[src/rtl/rv32i_mem_arbiter.sv]
// rv32i_mem_arbiter: shares one memory port between instruction fetch and load/store,
// one transaction in flight, data priority with a fetch starvation guard.
module rv32i_mem_arbiter #(
  parameter int XLEN         = 32,
  parameter int STARVE_LIMIT = 4
) (
  input  logic            clk_i,
  input  logic            reset_ni,
  input  logic            clear_i,
  input  logic            f_req_i,
  input  logic [XLEN-1:0] f_addr_i,
  output logic            f_gnt_o,
  output logic            f_rvalid_o,
  output logic [XLEN-1:0] f_rdata_o,
  input  logic            d_req_i,
  input  logic            d_we_i,
  input  logic [3:0]      d_be_i,
  input  logic [XLEN-1:0] d_addr_i,
  input  logic [XLEN-1:0] d_wdata_i,
  output logic            d_gnt_o,
  output logic            d_rvalid_o,
  output logic [XLEN-1:0] d_rdata_o,
  output logic            mem_req_o,
  output logic            mem_we_o,
  output logic [3:0]      mem_be_o,
  output logic [XLEN-1:0] mem_addr_o,
  output logic [XLEN-1:0] mem_wdata_o,
  input  logic            mem_gnt_i,
  input  logic            mem_rvalid_i,
  input  logic [XLEN-1:0] mem_rdata_i,
  output logic            busy_o
);
  localparam logic [3:0] LIM = 4'(STARVE_LIMIT);
  typedef enum logic [1:0] {IDLE, WAIT_F, WAIT_D} state_t;
  state_t     state;
  logic       locked, lock_f, drop;
  logic [3:0] starve;
  logic       arb, hold, sel_f, sel_d, gnt_f, gnt_d;
  assign arb  = state == IDLE || mem_rvalid_i;
  // a flush withdraws a stalled fetch, so its lock no longer binds
  assign hold = locked && !(lock_f && clear_i);
  assign sel_f = reset_ni && arb && (hold ? lock_f : f_req_i && (!d_req_i || starve == LIM));
  assign sel_d = reset_ni && arb && (hold ? !lock_f : d_req_i && !(f_req_i && starve == LIM));
  assign gnt_f = mem_gnt_i && sel_f;
  assign gnt_d = mem_gnt_i && sel_d;
  assign f_gnt_o     = gnt_f;
  assign d_gnt_o     = gnt_d;
  assign mem_req_o   = sel_f || sel_d;
  assign mem_we_o    = sel_d && d_we_i;
  assign mem_be_o    = sel_f ? 4'hF : sel_d ? d_be_i : 4'h0;
  assign mem_addr_o  = sel_f ? f_addr_i : sel_d ? d_addr_i : '0;
  assign mem_wdata_o = sel_d ? d_wdata_i : '0;
  assign f_rvalid_o  = reset_ni && state == WAIT_F && mem_rvalid_i && !drop && !clear_i;
  assign d_rvalid_o  = reset_ni && state == WAIT_D && mem_rvalid_i;
  assign f_rdata_o   = reset_ni ? mem_rdata_i : '0;
  assign d_rdata_o   = reset_ni ? mem_rdata_i : '0;
  assign busy_o      = state != IDLE;
  always_ff @(posedge clk_i or negedge reset_ni) begin
    if (!reset_ni) begin
      state  <= IDLE;
      locked <= 1'b0;
      lock_f <= 1'b0;
      starve <= '0;
      drop   <= 1'b0;
    end else begin
      if (arb) begin
        state  <= gnt_f ? WAIT_F : gnt_d ? WAIT_D : IDLE;
        locked <= (sel_f || sel_d) && !mem_gnt_i;
        lock_f <= sel_f;
      end
      if (gnt_f)
        starve <= '0;
      else if (gnt_d)
        starve <= !f_req_i ? '0 : starve == LIM ? LIM : starve + 4'd1;
      // a flush during WAIT_F marks the in-flight response as stale
      if (clear_i && (gnt_f || (state == WAIT_F && !mem_rvalid_i)))
        drop <= 1'b1;
      else if (state == WAIT_F && mem_rvalid_i)
        drop <= 1'b0;
    end
  end
endmodule
[config.mk]
export PLATFORM = sky130hd
export DESIGN_NAME = rv32i_mem_arbiter
export DESIGN_NICKNAME = d
export VERILOG_FILES = /design/src/rtl/rv32i_mem_arbiter.sv
export SDC_FILE = /design/constraint.sdc
export NUM_CORES = 1
export LEC_CHECK = 0
export ABC_AREA = 1
export CORE_AREA = 3 3 107 109
export DETAILED_ROUTE_END_ITERATION = 10
export DIE_AREA = 0 0 110 112
export PLACE_DENSITY = 0.74
export SYNTH_ARGS = -nofsm -noshare
export SYNTH_HDL_FRONTEND = slang
export SYNTH_SLANG_ARGS = --single-unit
[constraint.sdc]
create_clock -name clk_i -period 5.05 [get_ports clk_i]
set_input_delay 1.01 -clock clk_i [delete_from_list [all_inputs] [get_ports clk_i]]
set_output_delay 1.01 -clock clk_i [all_outputs]
set_load 0.005 [all_outputs]
==> flow_metrics.tcl, run 1 <==
set metrics [dict create \
    root_buffer "clkbuf_8" \
    postSynthCellCount 365 \
    synth-edff-count 0 \
    postRouteAntennaNets 0 \
    cp_data_arrival_time_ns 3.12 \
    synth-seq-cells 9 \
    clock_latency_ns 0.23 \
    finalWeightedCongestion 0.887 \
    tns_ns 0 \
    switching_share_pct 35.7 \
    p_comb_share_pct 74.3 \
    dieWidth_um 110 \
    leakage_nw 2.31 \
    wl_um 9040 \
    finalHoldViolCount 0 \
    via_count 3008 \
    post-place-ws_ns 0.914 \
    cts_resized 0 \
    ios 279 \
    reg2reg_slack_ns 3.07 \
    crit_type "primary input to primary output" \
    netlist.area_leader.share_pct 20.9 \
    crit_fanout 35 \
    drv_slew 0 \
    track_usage_pct 13.0 \
    synth-seq-area-share_pct 11.3 \
    hpwl_um 7630 \
    cts_buffer_depth 2 \
    synth_top_area_cell "inv_1" \
    wl_per_cell_um 12.2 \
    critical_path.startpoint_type "primary input" \
    antenna_found_initial 0 \
    port_buffers 278 \
    avgSynthCellArea_um2 5.47 \
    vdd_ir_drop_max_mv 0.116 \
    synth_commonest_cells "inv_1, nand2_1, nand3_1" \
    fin_ws_ns 0.917 \
    period_minus_slack_ns 4.13 \
    clock_power_share_pct 11.4 \
    synth_ff_type "dfrtp_1" \
    power.internal_mw 0.459 \
    setup_viol 0 \
    synthArstFlopShare_pct 100 \
    final_cell_area_um2 4630 \
    cts-hold-fix-buffers 0 \
    cap_violations 0 \
    grt_pass1_wl_um 13300 \
    skew_ns 0.000799 \
    syn_to_final_growth_pct 132 \
    syn_nets 507 \
    firstDrtPassIters 4 \
    fmax_ghz 0.242 \
    status "completed" \
    syn-cell-area_um2 2000 \
    cts_tree "built" \
    synth.most_common_cell "inv_1" \
    clkTransAtPathRegs_ns 0.04 \
    max-slew-margin-rel_pct 58.6 \
    dieHeight_um 112 \
    seqPwrFrac_pct 14.3 \
    yosys-top-cells-area "inv_1, buf_4, nand2_1" \
    final_nets 743 \
    rsz0062_at_grt "no" \
    htree_num_levels 1 \
    placed_cell_area_um2 4590 \
    drc 0 \
    grt_max_degree 42 \
    row_count 38 \
    power_switching_mw 0.255 \
    grt_pass1_vias 2963 \
    coreArea_um2 10700 \
    cp-end-kind "primary output" \
    crit_required_ns 4.04 \
    post_cts_buffers 0 \
    cts_inserted_buffers 3 \
    power_density_nw_per_um2 154 \
    drt_iter0_drc 115 \
    ys_warn_count 0 \
    min_period_over_period_pct 81.8 \
    die_area_um2 12300 \
    worstMarginPinSlew_ns 0.619 \
    start_util_pct 18.7 \
    grt-ovfl-total 0 \
    viasPerCell 4.06 \
    hold_class "flop to flop" \
    cts_sinks 9 \
    drive_above_1_share_pct 4.83 \
    synth_cell_types 22 \
    diodes 0 \
]
## metal layers
layer / up-vias / routed length [um] / GRT usage [%]
met2: 185 / 4510 / 25.0
met3: 8 / 1140 / 3.13
met4: 0 / 87 / 2.41
met5: - / 0 / 0
li1: 1495 / - / -
met1: 1320 / 3310 / 14.3
## cell type report
| class | instances | area (um^2) |
|---|---|---|
| well taps | 140 | 175 |
| fillers | 1098 | 6060 |
| flip-flops and latches | 9 | 225 |
| multi-input cells | 194 | 958 |
| clock buffers | 4 | 45.0 |
| inverters | 111 | 417 |
| repair buffers | 282 | 2810 |
## cells in the final DEF, fill, tap and decap left out
cell,count
nor2_2,2
clkdlybuf4s50_1,278
o21ai_1,1
xnor2_1,1
o211a_1,1
nand2_1,65
dfrtp_1,9
o21ai_0,18
a21oi_1,1
nand3_2,2
nand2_2,1
nand4_1,2
buf_4,4
ha_1,2
clkbuf_8,3
o21ai_2,15
nand3_1,45
clkbuf_1,1
nor2_1,34
nor2_4,2
nor4_1,2
inv_1,111
## state kept, by name (all words and copies together), names as in the netlist
name    cells
starve      4
state       2
drop        1
lock_f      1
locked      1
## critical path: stages
cell	delay [ns]
clkdlybuf4s50_1	0.50
nand2_1	0.06
nand2_1	0.08
nand3_1	0.08
nand2_1	0.13
nand2_2	0.37
nor2_2	0.33
clkdlybuf4s50_1	0.55
## cells by family (layout without fill, tap and decap cells)
family | after synthesis | after routing | synth area share (%)
flops | 9 | 9 | 11.3
simple gates | 155 | 155 | 34.2
xor+xnor | 1 | 1 | 0.439
buf+inv | 162 | 397 | 40.7
compound gates | 36 | 36 | 12.1
fa+ha+maj | 2 | 2 | 1.25
## power by group through the flow
stage,combinational [mW],clock [mW],sequential [mW]
detailed placement,0.535,0,0.103
finish,0.531,0.0811,0.102
floorplan,0.231,0,0.0992
global placement,0.525,0,0.102
global route,0.579,0.0863,0.104
CTS,0.537,0.0831,0.102
## path summary, 6_finish.rpt
kind	startpoint	to	cells after the start
min in group asynchronous	reset_ni	locked	2
min reg2reg	drop	drop	2
max in group asynchronous	reset_ni	starve[2]	2
max	clear_i	d_gnt_o	8
max reg2reg	starve[0]	starve[2]	9
min	drop	drop	2
## stage by stage
| stage | instances | utilization (%) | power, mW | hold slack, ns |
|---|---|---|---|---|
| after floorplan | 365 | - | 0.330 | 0.451 |
| after global placement | 736 | 42.9 | 0.627 | 0.464 |
| after detailed placement | 736 | 42.9 | 0.637 | 0.481 |
| after CTS | 740 | 43.3 | 0.722 | 0.493 |
| after global routing | 740 | 43.3 | 0.769 | 0.515 |
| final | 740 | 43.3 | 0.714 | 0.488 |
No activity file was read; power rests on OpenSTA's default activity.
==> run 2, diff against run 1 <==
- CORE_AREA: 3 3 107 109 -> 3 3 109 111
- DIE_AREA: 0 0 110 112 -> 0 0 112 114
- clock period: 5.05 -> 3.3 ns (I/O delays scaled with it)
==> flow_metrics.tcl, run 2 (synthesis gave the netlist of run 1 again) <==
set metrics [dict create \
    ios 279 \
    rsz0062_at_grt "no" \
    root_buffer "clkbuf_8" \
    wl_um 9600 \
    power.internal_mw 0.740 \
    min_delay_path_depth 2 \
    layout_commonest_cell "clkdlybuf4s50_1" \
    crit_type "primary input to primary output" \
    start_util_pct 18.3 \
    tns_ns 0 \
    largest_reg_flops 4 \
    cp_cell_sequence "clkdlybuf4s50_1 -> nor2_4 -> nor2_4 -> nand3_4 -> buf_12 -> o21ai_0 -> clkdlybuf4s50_1" \
    cp_data_arrival_time_ns 2.52 \
    skew_ns 0.00168 \
    cap_violations 0 \
    max-slew-margin-rel_pct 73.0 \
    final_nets 748 \
    leakage_nw 2.39 \
    dieHeight_um 114 \
    track_usage_pct 13.4 \
    final_cell_area_um2 4750 \
    dieWidth_um 112 \
    port_buffers 278 \
    worst-path-stages 7 \
    seqPwrFrac_pct 13.6 \
    p_comb_share_pct 75.5 \
    row_count 38 \
    cp-end-kind "primary output" \
    status "completed" \
    hold_ws_ns 0.486 \
    critical_path.startpoint_type "primary input" \
    drive_above_1_share_pct 5.79 \
    fmax_ghz 0.314 \
    drv_slew 0 \
    period_minus_slack_ns 3.18 \
    firstDrtPassIters 4 \
    crit_slowest_cell "clkdlybuf4s50_1" \
    fin_ws_ns 0.115 \
    power_switching_mw 0.405 \
    switching_share_pct 35.4 \
    hold_class "flop to flop" \
    crit_path_max_incr_delay_ns 0.57 \
    diodes 0 \
    setup_viol 0 \
    via_count 3022 \
    viasPerCell 4.06 \
    syn_to_final_growth_pct 138 \
    grt_pass1_wl_um 14400 \
    cts_sinks 9 \
    wl_per_cell_um 12.9 \
    post-place-ws_ns 0.0154 \
    cp_top_family "buffers and inverters" \
    hpwl_um 7990 \
    cts_buffer_depth 2 \
    power.total_mw 1.14 \
    top_register "starve" \
    finalHoldViolCount 0 \
    min_period_over_period_pct 96.5 \
    antenna_found_initial 0 \
    drt_iter0_drc 115 \
    grt_pass1_vias 3039 \
    drc 0 \
    power_density_nw_per_um2 241 \
    clkTransAtPathRegs_ns 0.04 \
    crit_required_ns 2.64 \
    clock_power_share_pct 10.9 \
    placed_cell_area_um2 4660 \
    postRouteAntennaNets 0 \
    grt-ovfl-total 0 \
    r2r_cells 11 \
    grt_max_degree 42 \
    clock_latency_ns 0.23 \
    htree_num_levels 1 \
    path_buf_inv 3 \
    top_regs "starve (4), state (2)" \
    vdd_ir_drop_max_mv 0.150 \
    cts_inserted_buffers 3 \
    coreArea_um2 10900 \
    cts_tree "built" \
    layout_common_cells "clkdlybuf4s50_1, inv_1, nand2_1" \
    die_area_um2 12800 \
    finalWeightedCongestion 0.903 \
    crit_fanout 19 \
    worstMarginPinSlew_ns 0.405 \
]
run 2: changes by cell type in the layout (fill, tap and decap cells not counted), moves of 2 or more:
| cell | change |
|---|---|
| o21ai_0 | -7 |
| o21ai_1 | +7 |
| buf_12 | +4 |
| clkdlybuf4s50_1 | -2 |
| dlymetal6s2s_1 | +2 |
run 2: layout make-up:
type | instances | area, um^2
Clock buffer | 4 | 45.0
Timing Repair Buffer | 287 | 2920
Sequential cell | 9 | 225
Inverter | 111 | 417
Multi-Input combinational cell | 194 | 968
Tap cell | 140 | 175
Fill cell | 1073 | 6130
run 2: what timing repair did:
item | in CTS | in global routing
setup endpoints to repair | 0 | 15
buffers inserted | 0 | 1
hold buffers | 0 | 0
gates resized for setup | 0 | 11
run 2: worst paths after layout:
path / end / from / slack (ns)
max: mem_addr_o[2] / mem_rvalid_i / 0.12
min: drop / drop / 0.49
max reg2reg: starve[1] / starve[0] / 1.52
min reg2reg: drop / drop / 0.49
max in group asynchronous: starve[3] / reset_ni / 2.14
min in group asynchronous: state[0] / reset_ni / 0.87
run 2: power by group through the flow:
stage	logic, mW	clock network (mW)	registers [mW]
2_1_floorplan	0.353	0	0.152
4_1_cts	0.855	0.129	0.155
6_report	0.864	0.125	0.156
5_1_grt	0.944	0.134	0.160
3_3_place_gp	0.835	0	0.155
3_5_place_dp	0.851	0	0.157
run 2: worst register-to-register path, delay by kind of cell, from the launching register on:
| family | cells | cell delay [ns] |
|---|---|---|
| simple gates | 7 | 0.67 |
| buf+inv | 3 | 0.41 |
| flops | 1 | 0.40 |
| fa+ha+maj | 1 | 0.17 |
run 2: per-layer routing:
metal	global-route usage [%]	wire length [um]	vias up	share of wire, %
met5	0	0	-	0
li1	-	-	1514	-
met3	3.02	878	8	9.2
met2	25.2	4830	188	50
met4	2.88	114	0	1.2
met1	15.4	3770	1312	39
run 2: through the flow:
step,utilization (%),instances
2_1_floorplan,-,365
3_3_place_gp,42.8,739
5_1_grt,43.7,745
3_5_place_dp,42.8,739
6_report,43.7,745
4_1_cts,43.2,743
==> run 3, diff against run 2 <==
- CORE_AREA: 3 3 109 111 -> 3 3 106 108
- CTS_BUF_LIST: default -> sky130_fd_sc_hd__clkbuf_4
- DIE_AREA: 0 0 112 114 -> 0 0 109 111
- PLACE_DENSITY: 0.74 -> default
- PLACE_DENSITY_LB_ADDON: default -> 0.08
- REMOVE_ABC_BUFFERS: default -> 1
==> flow_metrics.tcl, run 3 (synthesis gave the netlist of run 1 again) <==
set metrics [dict create \
    drc 0 \
    die_area_um2 12100 \
    hold_class "flop to flop" \
    crit_required_ns 2.64 \
    utilization_pct 45.3 \
    cts_tree "built" \
    min_period_over_period_pct 95.8 \
    cp_cell_sequence "clkdlybuf4s50_1 -> nand2_1 -> nand2_1 -> nand3_1 -> nand2_1 -> buf_12 -> nand3_1 -> o21ai_2 -> clkdlybuf4s50_1" \
    finalHoldViolCount 0 \
    max-slew-margin-rel_pct 70.7 \
    firstDrtPassIters 4 \
    dieWidth_um 109 \
    dieHeight_um 111 \
    cp_data_arrival_time_ns 2.50 \
    period_minus_slack_ns 3.16 \
    ios 279 \
    tns_ns 0 \
    grt_pass1_vias 2715 \
    worstMarginPinSlew_ns 0.440 \
    top_regs "starve (4), state (2)" \
    root_buffer "clkbuf_4" \
    cts-hold-fix-buffers 0 \
    vdd_ir_drop_max_mv 0.192 \
    htree_num_levels 1 \
    clkTransAtPathRegs_ns 0.06 \
    grt-ovfl-total 0 \
    critical_path.startpoint_type "primary input" \
    port_buffers 278 \
    cp-startpoint "clear_i" \
    via_count 2871 \
    grt_pass1_wl_um 15300 \
    cts_sinks 9 \
    top_register "starve" \
    syn_to_final_growth_pct 135 \
    cp-end-kind "primary output" \
    cts_inserted_buffers 3 \
    row_count 37 \
    status "completed" \
    setup_viol 0 \
    cap_violations 0 \
    hold_start "drop" \
    final_nets 745 \
    crit_type "primary input to primary output" \
    cts_buffer_depth 2 \
    power_density_nw_per_um2 233 \
    post_cts_buffers 0 \
    fmax_ghz 0.316 \
    viasPerCell 3.89 \
    drv_slew 0 \
    finalWeightedCongestion 0.806 \
    clock_latency_ns 0.26 \
    crit_fanout 37 \
    rsz0062_at_grt "no" \
    track_usage_pct 15.9 \
    crit_slowest_cell "clkdlybuf4s50_1" \
    rr_startpoint "starve[0]" \
    layout_common_cells "clkdlybuf4s50_1, inv_1, nand2_1" \
    grt_max_degree 42 \
    crit_path_max_incr_delay_ns 0.53 \
    drt_iter0_drc 182 \
    drive_above_1_share_pct 5.32 \
    start_util_pct 19.3 \
    wl_per_cell_um 14.2 \
    wl_um 10500 \
    largest_reg_flops 4 \
    diodes 0 \
    cpMostUsedCell "nand2_1" \
    leakage_nw 2.35 \
    antenna_found_initial 0 \
    postRouteAntennaNets 0 \
    hpwl_um 8820 \
    layout_commonest_cell "clkdlybuf4s50_1" \
    skew_ns 0.000776 \
    coreArea_um2 10300 \
]
==> run 3: cell count changes in the layout (fill, tap and decap cells not counted), moves of 2 or more <==
cell / previous run / this run
clkbuf_4: 0 / 4
buf_4: 4 / 2
clkbuf_8: 3 / 0
o21ai_0: 11 / 15
o21ai_1: 8 / 4
==> run 3: timing repair <==
item                                    CTS  global route
endpoints found under the hold margin     0             0
endpoints found under the setup margin    0             4
resized for setup                         0             4
==> run 3: final timing paths <==
check,end,slack [ns],cells past startpoint
hold reg to reg,drop,0.48,2
min in group asynchronous,starve[3],0.85,2
max in group asynchronous,state[0],2.15,2
hold / removal,drop,0.48,2
setup reg to reg,starve[1],1.63,9
setup / recovery,mem_addr_o[29],0.14,9
==> run 3: per-stage QoR <==
stage               instances  hold slack [ns]  power, mW  worst slack [ns]  cell area (um^2)
floorplan                 314            0.364      0.420             0.395              1600
CTS                       738            0.485       1.11             0.124              4680
global route              738            0.531       1.19           0.00659              4680
global placement          734            0.463       1.00             0.155              4650
detailed placement        734            0.467       1.01             0.126              4650
finish                    738            0.483       1.09             0.138              4680
==> run 3: where the power goes <==
group	switching (mW)	leakage, nW	internal, mW
clock network	0.0398	0.0184	0.0549
logic	0.333	2.21	0.508
registers	0.0203	0.119	0.134
total	0.393	2.35	0.697
==> run 3: worst max-delay path: cells and delay by family <==
family	cells	cell delay, ns
AO/OA/AOI/OAI	1	0.07
buffers and inverters	3	1.27
AND/OR/NAND/NOR	5	0.49
==> run 3: layout make-up <==
cell class | instances | area [um^2]
clock buffer | 4 | 30.0
fill | 1032 | 5640
inverter | 111 | 417
multi-input combinational | 194 | 958
sequential | 9 | 225
tap | 136 | 170
timing repair buffer | 284 | 2880
==> run 3: per-layer routing <==
layer / GRT usage (%) / share of wire, % / vias up
li1: - / - / 1502
met1: 16.3 / 34 / 1235
met2: 31.9 / 55 / 130
met3: 4.72 / 11 / 4
met4: 1.43 / 0.43 / 0
met5: 0 / 0 / -
